==> src/rtl/gate_share_arb.sv <==
// gate_share_arb: round-robin arbiter in front of a single shared 1-bit gate.
// A granted requester's operands are latched and evaluated one cycle later.
// The result is registered with y_valid, y_id and a wrapping operation counter.
// Optional feature macro: GATE_ARB_OPSEL_EN adds the per-requester 2-bit op select
// (00 AND, 01 OR, 10 XOR, 11 NAND). When the macro is undefined the gate is AND only.
module gate_share_arb #(
    parameter int unsigned N_REQ = 4,
    parameter int unsigned CNT_W = 16
) (
    input  logic                 clk,
    input  logic                 rst_n,
    input  logic [N_REQ-1:0]     req,
    input  logic [N_REQ-1:0]     a,
    input  logic [N_REQ-1:0]     b,
`ifdef GATE_ARB_OPSEL_EN
    input  logic [2*N_REQ-1:0]   op,
`endif
    output logic [N_REQ-1:0]     gnt,
    output logic                 y,
    output logic                 y_valid,
    output logic [2:0]           y_id,
    output logic [CNT_W-1:0]     ops_cnt
);

    typedef enum logic {
        IDLE,
        EVAL
    } state_t;

    state_t              state;
    logic [2:0]          last_winner;
    logic                a_lat;
    logic                b_lat;
`ifdef GATE_ARB_OPSEL_EN
    logic [1:0]          op_lat;
    logic [1:0]          op_sel;
`endif

    logic [2*N_REQ-1:0]  req_dbl;
    logic [2*N_REQ-1:0]  req_rot;
    logic [3:0]          rot_sh;
    logic                found;
    logic [2:0]          win_idx;
    logic [N_REQ-1:0]    win_oh;
    logic                a_sel;
    logic                b_sel;
    logic                res;
    int unsigned         cand;

    // Round-robin pick: rotate req so the slot after last_winner sits at bit 0,
    // take the first set bit, then map the offset back to an absolute index.
    always_comb begin
        req_dbl = {req, req};
        rot_sh  = {1'b0, last_winner} + 4'd1;
        req_rot = req_dbl >> rot_sh;
        found   = 1'b0;
        win_idx = '0;
        cand    = 0;
        for (int unsigned i = 0; i < N_REQ; i++) begin
            if (!found && req_rot[i]) begin
                found = 1'b1;
                cand  = 32'(last_winner) + 32'd1 + i;
                if (cand >= N_REQ) begin
                    cand = cand - N_REQ;
                end
                win_idx = 3'(cand);
            end
        end
        win_oh = found ? (N_REQ'(1) << win_idx) : '0;
        a_sel  = |(a & win_oh);
        b_sel  = |(b & win_oh);
    end

`ifdef GATE_ARB_OPSEL_EN
    // Select the winner's 2-bit op code using the one-hot grant vector.
    always_comb begin
        op_sel = '0;
        for (int unsigned i = 0; i < N_REQ; i++) begin
            if (win_oh[i]) begin
                op_sel = op[2*i +: 2];
            end
        end
    end

    // Gate function chosen by the latched op code.
    always_comb begin
        case (op_lat)
            2'b00:   res = a_lat & b_lat;
            2'b01:   res = a_lat | b_lat;
            2'b10:   res = a_lat ^ b_lat;
            default: res = ~(a_lat & b_lat);
        endcase
    end
`else
    // Gate function: AND of the latched operands.
    always_comb begin
        res = a_lat & b_lat;
    end
`endif

    // Two-state FSM: IDLE grants and latches operands, EVAL publishes the result.
    always_ff @(posedge clk or negedge rst_n) begin
        if (!rst_n) begin
            state       <= IDLE;
            gnt         <= '0;
            y           <= 1'b0;
            y_valid     <= 1'b0;
            y_id        <= '0;
            ops_cnt     <= '0;
            last_winner <= 3'(N_REQ - 1);
            a_lat       <= 1'b0;
            b_lat       <= 1'b0;
`ifdef GATE_ARB_OPSEL_EN
            op_lat      <= '0;
`endif
        end else begin
            y_valid <= 1'b0;
            case (state)
                IDLE: begin
                    if (found) begin
                        gnt         <= win_oh;
                        a_lat       <= a_sel;
                        b_lat       <= b_sel;
`ifdef GATE_ARB_OPSEL_EN
                        op_lat      <= op_sel;
`endif
                        last_winner <= win_idx;
                        state       <= EVAL;
                    end
                end
                EVAL: begin
                    y       <= res;
                    y_valid <= 1'b1;
                    y_id    <= last_winner;
                    gnt     <= '0;
                    ops_cnt <= ops_cnt + CNT_W'(1);
                    state   <= IDLE;
                end
            endcase
        end
    end

endmodule

==> config.mk <==
export PLATFORM = sky130hd
export DESIGN_NAME = gate_share_arb
export DESIGN_NICKNAME = d
export VERILOG_FILES = /design/src/rtl/gate_share_arb.sv
export SDC_FILE = /design/constraint.sdc
export NUM_CORES = 1
export LEC_CHECK = 0
export ABC_AREA = 0
export CAP_MARGIN = 0
export CORE_ASPECT_RATIO = 0.9
export CORE_UTILIZATION = 35
export CTS_CLUSTER_SIZE = 24
export DETAILED_ROUTE_END_ITERATION = 12
export MAX_ROUTING_LAYER = met4
export PLACE_DENSITY_LB_ADDON = 0.1
export SKIP_LAST_GASP = 1
export SLEW_MARGIN = 20
export SYNTH_ARGS = -nofsm -noshare
export SYNTH_HDL_FRONTEND = slang
export SYNTH_SLANG_ARGS = --single-unit
==> constraint.sdc <==
create_clock -name clk -period 3.2 [get_ports clk]
set_clock_uncertainty 0.05 [all_clocks]
set_input_delay 0.64 -clock clk [delete_from_list [all_inputs] [get_ports clk]]
set_output_delay 0.64 -clock clk [all_outputs]
set_load 0.01 [all_outputs]
; Yosys cells after proc, flatten, opt, wreduce, memory -nomap -nowiden
; Cells that the tools add are included.
[word_totals]
reg_bits = 31
in_bits = 14
out_inout_bits = 25
wordCells = 57
[op_classes]
addsub = 10
n_lt_le_gt_ge = 4
eq_ne = 1
n_shift = 2
muxes = 18
bitwise = 4
reduce_logical = 9
[ops]
columns = operator, n
row1 = $mux 3, 8
row2 = $add 16x1->16 const B, 1
row3 = $ge 5x3->1 const B, 3
row4 = $sub 3x3->3 const B, 4
row5 = $add 4x2->5 const B, 2
row6 = $add 3x1->4 const B, 2
row7 = $and 4x4->4, 2
row8 = $mux 4, 2
row9 = $pmux 4 s2, 1
row10 = $reduce_or 4->1, 2
row11 = $shr 8x4->4, 1
row12 = $mux 1, 6
row13 = $add 4x1->5 const B, 1
row14 = $ge 4x3->1 const B, 1
row15 = $shl 1x3->4 const A, 1
row16 = $logic_and 1x1->1, 3
row17 = $logic_not 1->1, 3
row18 = $ne 2x2->1 const B, 1
row19 = $pmux 1 s2, 1
row20 = $reduce_and 2->1, 1
row21 = $and 1x1->1, 1
row22 = $not 1->1, 1

; Logic depth before layout (Yosys ltp)
; Gate-level depths: netlist of the first run.
[depth]
depth_word = 16
depth_mapped = 13

; Worst setup path before layout of the first run
; Ideal clock, no wire load.
[synth_path]
kind = reg2reg
start = register last_winner[0]
end = register a_lat
t_arrival_ns = 2.659
setup_slack_ns = 0.370
path_stages_with_launch = 14
n_path_buf = 3
path_cell_list = dfstp_2 buf_2 buf_6 inv_2 ha_1 ha_1 nand2_1 a2111oi_0 nor3_1 a32oi_1 or3_1 buf_2 o311a_1 a22o_1
[synth_between]
elab_chain_len = 16
elab_cells_between_ends = 37
classes_between = 9 x add/sub / 4 x order compare / 2 x shift / 13 x mux / 1 x bitwise / 8 x reduce/logical
[synth_rtl]
columns = item, line_no
row1 = from (decl), 31  ; logic [2:0] last_winner;
row2 = from (signal assigned), 110  ; last_winner <= 3'(N_REQ - 1);
row3 = from (signal assigned), 127  ; last_winner <= win_idx;
row4 = branches (longest 16 deep; another with $add 4x1->5), n/a
row5 = to (signal assigned), 122  ; a_lat <= a_sel;
row6 = to (decl), 32  ; logic a_lat;
; Several ways; the timed one is not identified.
; A chain may end at the register's enable or synchronous reset.

; Worst setup path in the final report of the first run
[layout_path]
start = register last_winner[1]
end = register b_lat
[layout_between]
elab_chain_len = 16
elab_cells_between_ends = 37
classes_between = 9 x add/sub / 4 x order compare / 2 x shift / 13 x mux / 1 x bitwise / 8 x reduce/logical
[layout_rtl]
columns = item, line_no
row1 = branches (longest 16 deep; another with $add 4x1->5), n/a
row2 = to (signal assigned), 123  ; b_lat <= b_sel;
row3 = to (decl), 33  ; logic b_lat;
; Several ways; the timed one is not identified.

==> results.sh, run 1 <==
export IMPL_drc=0
export IMPL_drtIter0Drc=83
export IMPL_cp_max_fo=11
export IMPL_clockPowerShare_pct=12.3
export IMPL_dp_cells=291
export IMPL_crit_path_end_kind="flop"
export IMPL_power_switching_uw=960.9
export IMPL_grt_use_total_pct=17.17
export IMPL_final_util_pct=45.89
export IMPL_dieHeight_um=71.77
export IMPL_peakVddDrop_mv=0.3687
export IMPL_seq_power_share_pct=31.0
export IMPL_port_buffers=38
export IMPL_stdcell_count=297
export IMPL_multi_input_comb_area_um2=1022
export IMPL_nets=253
export IMPL_start_kind="flop"
export IMPL_syn_to_final_growth_pct=26.64
export IMPL_ys_types=55
export IMPL_cts_setup_buffers=0
export IMPL_seqCellArea_um2=778.2
export IMPL_hold_viol=0
export IMPL_yosys_register_bits=31
export IMPL_setup_viol=0
export IMPL_path_class="reg -> reg"
export IMPL_grt_max_degree=32
export IMPL_fin_crit_sh_pct=92.38
export IMPL_grt_pass1_vias=1495
export IMPL_required_ns=3.37
export IMPL_placed_area_um2=2325
export IMPL_most_common_layout_cells="38 x clkdlybuf4s50_1, 29 x dfrtp_1, 16 x nand2_1"
export IMPL_htreeDepth=2
export IMPL_netlist_area_um2=1893
export IMPL_hpwl_mm=3.219
export IMPL_status="finished, final reports clean"
export IMPL_fill_cells=505
export IMPL_yosys_warnings=0
export IMPL_synthFlopType="dfrtp_1"
export IMPL_power_share_switching_pct=42.50
export IMPL_final_max_slew_viol_count=0
export IMPL_grt_ovfl_total=0
export IMPL_slowest_stage="dfstp_2"
export IMPL_gp_congestion=0.8671
export IMPL_wire_per_inst_um=14.33
export IMPL_diodes=0
export IMPL_hold_class="reg -> reg"
export IMPL_die_w_um=79.52
export IMPL_synth_nets=214
export IMPL_cts_buffers=5
export IMPL_clk_pin_slew_ns=0.06
export IMPL_die_area_um2=5707
export IMPL_grt_pass1_wl_mm=7.341
export IMPL_rsz0062_at_grt="no"
export IMPL_io_pins=39
export IMPL_max_freq_ghz=0.3383
export IMPL_dr_pass1_iters=4
export IMPL_tightestPinTransition_ns=0.5896
export IMPL_synth_edf_count=0
export IMPL_cts_resized=0
export IMPL_vias=1565
export IMPL_insertion_delay_ns=0.28
export IMPL_cp_data_arrival_time_ns=3.13
export IMPL_num_rows=25
export IMPL_synth_cells=192
export IMPL_syn_avg_cell_area_um2=9.860
export IMPL_intPower_uw=1300
export IMPL_leakage_uw=0.001014
export IMPL_layout_commonest_cell="clkdlybuf4s50_1"
export IMPL_cts_root_buf="clkbuf_8"
export IMPL_clock_sinks=31
export IMPL_power_density_nw_per_um2=943.1
export IMPL_cts_tree="done"
export IMPL_drt_total_wl_mm=4.257
export IMPL_start_util_pct=36.24
export IMPL_vias_per_cell=5.269
export IMPL_crit_path_frequent_cell="ha_1"
export IMPL_ctsHoldBuffers=0
export IMPL_ys_async_sr_fraction_pct=100.0
export IMPL_power_uw=2261
export IMPL_ant_nets=0
export IMPL_fin_setup_tns_ns=0
export IMPL_slew_headroom_pct=60.70
export IMPL_power_frac_comb_pct=56.7
export IMPL_max_cap_violations=0
export IMPL_ys_seq_area_share_pct=41.11
export IMPL_fin_crit_ns=2.956
export IMPL_ctsLongestPathBuffers=2
export IMPL_cp_slowest_stage_delay_ns=0.65
export IMPL_coreArea_um2=5224
export IMPL_antenna_found_initial=0
export IMPL_drive_gt1_share_pct=11.30
export IMPL_crit_chain="ha_1 > xor2_1 > ha_1 > nand2_1 > a2111oi_0 > nor3_1 > a32oi_1 > or3_1 > o311a_1 > a22o_1"
export IMPL_final_cell_area_um2=2397
## cells by family (layout without fill, tap and decap cells)
kind of cell | Yosys count | count (layout) | share of synthesized area, %
and+or+nand+nor | 63 | 63 | 17.25
AOI/OAI and AO/OA | 48 | 48 | 19.56
DFF | 31 | 31 | 41.11
buffers and inverters | 18 | 56 | 4.891
xor gates and xnor gates | 17 | 17 | 7.865
adders and majority gates | 8 | 8 | 5.288
muxes | 7 | 7 | 4.032
## stage by stage
step           setup WS [ns]  hold slack (ns)
2_1_floorplan         0.3702           0.2944
3_3_place_gp          0.2064           0.4113
4_1_cts               0.3120           0.4284
6_report              0.2438           0.4208
5_1_grt              0.06362           0.4408
3_5_place_dp          0.1360           0.4162
## layout make-up
class,instances,share of cell area [%]
clock buffer,6,3.027
sequential,31,32.46
tap,67,3.497
timing repair buffer,42,17.12
multi-input combinational,143,42.64
inverter,8,1.253
## synth_stat cells, drive strengths merged, types with 3 or more instances
cell type | number | area (um^2)
a21oi | 8 | 40.04
a32oi | 4 | 35.03
buf | 7 | 50.05
inv | 8 | 30.03
nand3 | 7 | 35.03
nand2b | 6 | 45.04
nor3 | 4 | 20.02
o21ai | 11 | 58.80
dfrtp | 29 | 725.7
xor2 | 4 | 35.03
nand4 | 3 | 18.77
xnor2 | 13 | 113.9
mux2 | 5 | 56.30
o22a | 3 | 26.28
clkbuf | 3 | 12.51
ha | 8 | 100.1
nand2 | 16 | 60.06
nor2 | 12 | 45.04
and3 | 4 | 25.02
## power groups by stage
stage / logic (uW) / clock network [uW] / registers (uW)
after floorplan: 935 / 0 / 658
after global placement: 1270 / 0 / 702
after detailed placement: 1280 / 0 / 708
after CTS: 1280 / 284 / 702
after global routing: 1430 / 301 / 728
final: 1280 / 278 / 700
## per-layer routing
| metal | GRT usage (%) | vias to the layer above | part of all wire (%) |
|---|---|---|---|
| met5 | - | - | 0 |
| met2 | 25.07 | 55 | 44 |
| met4 | 5.051 | 0 | 1.1 |
| met1 | 23.91 | 743 | 49 |
| li1 | - | 760 | - |
| met3 | 3.567 | 7 | 5.6 |
## sequential cells by signal (all words and copies together), names as in the netlist
signal       cells
y_id             3
b_lat            1
y                1
ops_cnt         16
gnt              4
state            1
y_valid          1
a_lat            1
last_winner      3
## critical path: cells and delay by family (launching register included)
kind / cells / cell delay [ns]
AND/OR/NAND/NOR: 3 / 0.43
flip-flops: 1 / 0.65
AO/OA/AOI/OAI: 4 / 0.98
XOR/XNOR: 1 / 0.30
adder cells (fa/ha/maj): 2 / 0.48
## path summary, 6_finish.rpt
| kind | end | slack [ns] | from | cells after the start |
|---|---|---|---|---|
| max | b_lat$_DFFE_PN0P_ | 0.24 | last_winner[1]$_DFFE_PN1P_ | 10 |
| min | ops_cnt[15]$_DFFE_PN0P_ | 0.42 | ops_cnt[15]$_DFFE_PN0P_ | 1 |
| max reg2reg | b_lat$_DFFE_PN0P_ | 0.24 | last_winner[1]$_DFFE_PN1P_ | 10 |
| min reg2reg | ops_cnt[15]$_DFFE_PN0P_ | 0.42 | ops_cnt[15]$_DFFE_PN0P_ | 1 |
| max in group asynchronous | last_winner[1]$_DFFE_PN1P_ | 2.07 | rst_n | 2 |
| min in group asynchronous | ops_cnt[14]$_DFFE_PN0P_ | 0.71 | rst_n | 2 |
Power figures use the tool's default switching activity.
==> inputs of run 2 (changes only) <==
--- a/config.mk
+++ b/config.mk
@@ -13,6 +13,7 @@
 export DETAILED_ROUTE_END_ITERATION = 12
 export MAX_ROUTING_LAYER = met4
 export PLACE_DENSITY_LB_ADDON = 0.1
+export REMOVE_ABC_BUFFERS = 1
 export SKIP_LAST_GASP = 1
 export SLEW_MARGIN = 20
 export SYNTH_ARGS = -nofsm -noshare
==> run 2 against run 1 <==
Compared with the run above: register-to-register slack gained 0.06 ns; die area is the same; setup slack gained 0.063 ns; via count shrank 3.1%; combinational power is essentially flat; power grew 0.66%; non-clock buffer count grew 1; clock-buffer cell count grew 1; sequential cell count is the same; wire length shrank 2.9%; sequential share of layout area shrank 0.30 points; first-iteration DRC count grew 16%.
==> results.sh, run 2 (synthesis gave the netlist of run 1 again) <==
export IMPL_power_frac_comb_pct=57.6
export IMPL_io_pins=39
export IMPL_drtIter0Drc=96
export IMPL_drive_gt1_share_pct=12.45
export IMPL_largest_register_ffs=16
export IMPL_grt_max_degree=19
export IMPL_gp_congestion=0.9142
export IMPL_drt_total_wl_mm=4.132
export IMPL_power_share_switching_pct=42.47
export IMPL_fin_setup_tns_ns=0
export IMPL_clock_sinks=31
export IMPL_power_density_nw_per_um2=940.5
export IMPL_syn_to_final_growth_pct=27.83
export IMPL_cp_max_fo=7
export IMPL_hold_class="reg -> reg"
export IMPL_layout_commonest_cell="clkdlybuf4s50_1"
export IMPL_intPower_uw=1309
export IMPL_clk_pin_slew_ns=0.06
export IMPL_leakage_uw=0.001024
export IMPL_grt_use_total_pct=16.80
export IMPL_start_util_pct=36.24
export IMPL_cts_root_buf="clkbuf_8"
export IMPL_start_kind="flop"
export IMPL_insertion_delay_ns=0.27
export IMPL_coreArea_um2=5224
export IMPL_clockPowerShare_pct=12.4
export IMPL_required_ns=3.36
export IMPL_fill_cells=492
export IMPL_hpwl_mm=3.140
export IMPL_cts_setup_buffers=0
export IMPL_ctsLongestPathBuffers=2
export IMPL_dieHeight_um=71.77
export IMPL_drc=0
export IMPL_vias=1517
export IMPL_htreeDepth=2
export IMPL_antenna_found_initial=0
export IMPL_seqCellArea_um2=778.2
export IMPL_port_buffers=38
export IMPL_peakVddDrop_mv=0.4204
export IMPL_max_freq_ghz=0.3457
export IMPL_diodes=0
export IMPL_seq_power_share_pct=30.1
export IMPL_most_common_layout_cells="38 x clkdlybuf4s50_1, 29 x dfrtp_1, 16 x nand2_1"
export IMPL_grt_ovfl_total=0
export IMPL_status="finished, final reports clean"
export IMPL_num_rows=25
export IMPL_fin_crit_ns=2.893
export IMPL_wire_per_inst_um=13.77
export IMPL_rsz0062_at_grt="no"
export IMPL_die_area_um2=5707
export IMPL_grt_pass1_vias=1468
export IMPL_largestRegisters="ops_cnt x16, gnt x4"
export IMPL_max_cap_violations=0
export IMPL_multi_input_comb_area_um2=1028
export IMPL_nets=254
export IMPL_cts_tree="done"
export IMPL_grt_pass1_wl_mm=7.217
export IMPL_die_w_um=79.52
export IMPL_slew_headroom_pct=52.29
export IMPL_hold_viol=0
export IMPL_ant_nets=0
export IMPL_cp_data_arrival_time_ns=3.05
export IMPL_vias_per_cell=5.057
export IMPL_dp_cells=292
export IMPL_final_max_slew_viol_count=0
export IMPL_tightestPinTransition_ns=0.7134
export IMPL_fin_crit_sh_pct=90.40
export IMPL_regMostFlops="ops_cnt"
export IMPL_setup_viol=0
export IMPL_power_switching_uw=966.6
export IMPL_stdcell_count=300
export IMPL_crit_path_end_kind="flop"
export IMPL_dr_pass1_iters=4
export IMPL_cts_buffers=5
export IMPL_path_class="reg -> reg"
## run 2: cell count changes in the layout (fill, tap and decap cells not counted), sizes merged
cell    previous run  this run
clkinv             0         1
clkbuf             6         7
buf                4         5
## run 2: critical path, stage by stage, from the launching register on
cell and delay [ns]:
dfstp_2 0.61, ha_1 0.24, xor2_1 0.36, ha_1 0.24, nand2_1 0.07, a2111oi_2 0.34
nor3_1 0.09, a32oi_1 0.21, or3_1 0.28, o311a_1 0.22, a22o_1 0.12
## run 2: worst paths after layout
check	endpoint	slack, ns	start	depth (start not counted)
setup / recovery	b_lat$_DFFE_PN0P_	0.31	last_winner[0]$_DFFE_PN1P_	10
hold / removal	ops_cnt[15]$_DFFE_PN0P_	0.43	ops_cnt[15]$_DFFE_PN0P_	1
setup reg to reg	b_lat$_DFFE_PN0P_	0.31	last_winner[0]$_DFFE_PN1P_	10
hold reg to reg	ops_cnt[15]$_DFFE_PN0P_	0.43	ops_cnt[15]$_DFFE_PN0P_	1
max in group asynchronous	ops_cnt[0]$_DFFE_PN0P_	1.75	rst_n	2
min in group asynchronous	y_id[2]$_DFFE_PN0P_	0.75	rst_n	1
## run 2: through the flow
stage	setup WS [ns]	cell area, um^2	hold WS, ns	power, uW	util, %
after detailed placement	0.1320	2332	0.4357	1980	44.65
after global routing	0.08455	2420	0.4651	2473	46.32
after global placement	0.2227	2332	0.4135	1965	44.65
after CTS	0.1582	2414	0.4488	2273	46.20
final	0.3070	2420	0.4347	2276	46.32
after floorplan	0.4770	1831	0.2944	1530	-
## run 2: what timing repair did
| item | CTS | global route |
|---|---|---|
| resized for setup | 0 | 2 |
| setup endpoints to repair | 0 | 7 |
| hold buffers | 0 | 0 |
## run 2: power by group through the flow
stage	logic, uW	clock network (uW)	registers, uW
after floorplan	794	0	736
after global placement	1280	0	690
after detailed placement	1290	0	693
after CTS	1290	295	687
after global routing	1450	318	710
final	1310	281	685
## run 2: final cells by class
cell class | count | share of cell area, %
Clock buffer | 7 | 3.154
Sequential cell | 31 | 32.16
Multi-Input combinational cell | 143 | 42.50
Clock inverter | 1 | 0.2068
Timing Repair Buffer | 43 | 17.27
Inverter | 8 | 1.241
Tap cell | 67 | 3.464
## run 2: layer usage
metal / up-vias / share of wire [%] / global-route usage [%]
met1: 704 / 51 / 23.20
li1: 770 / - / -
met2: 41 / 45 / 24.79
met3: 2 / 3.9 / 4.968
met4: 0 / 0.41 / 2.424
met5: - / 0 / -
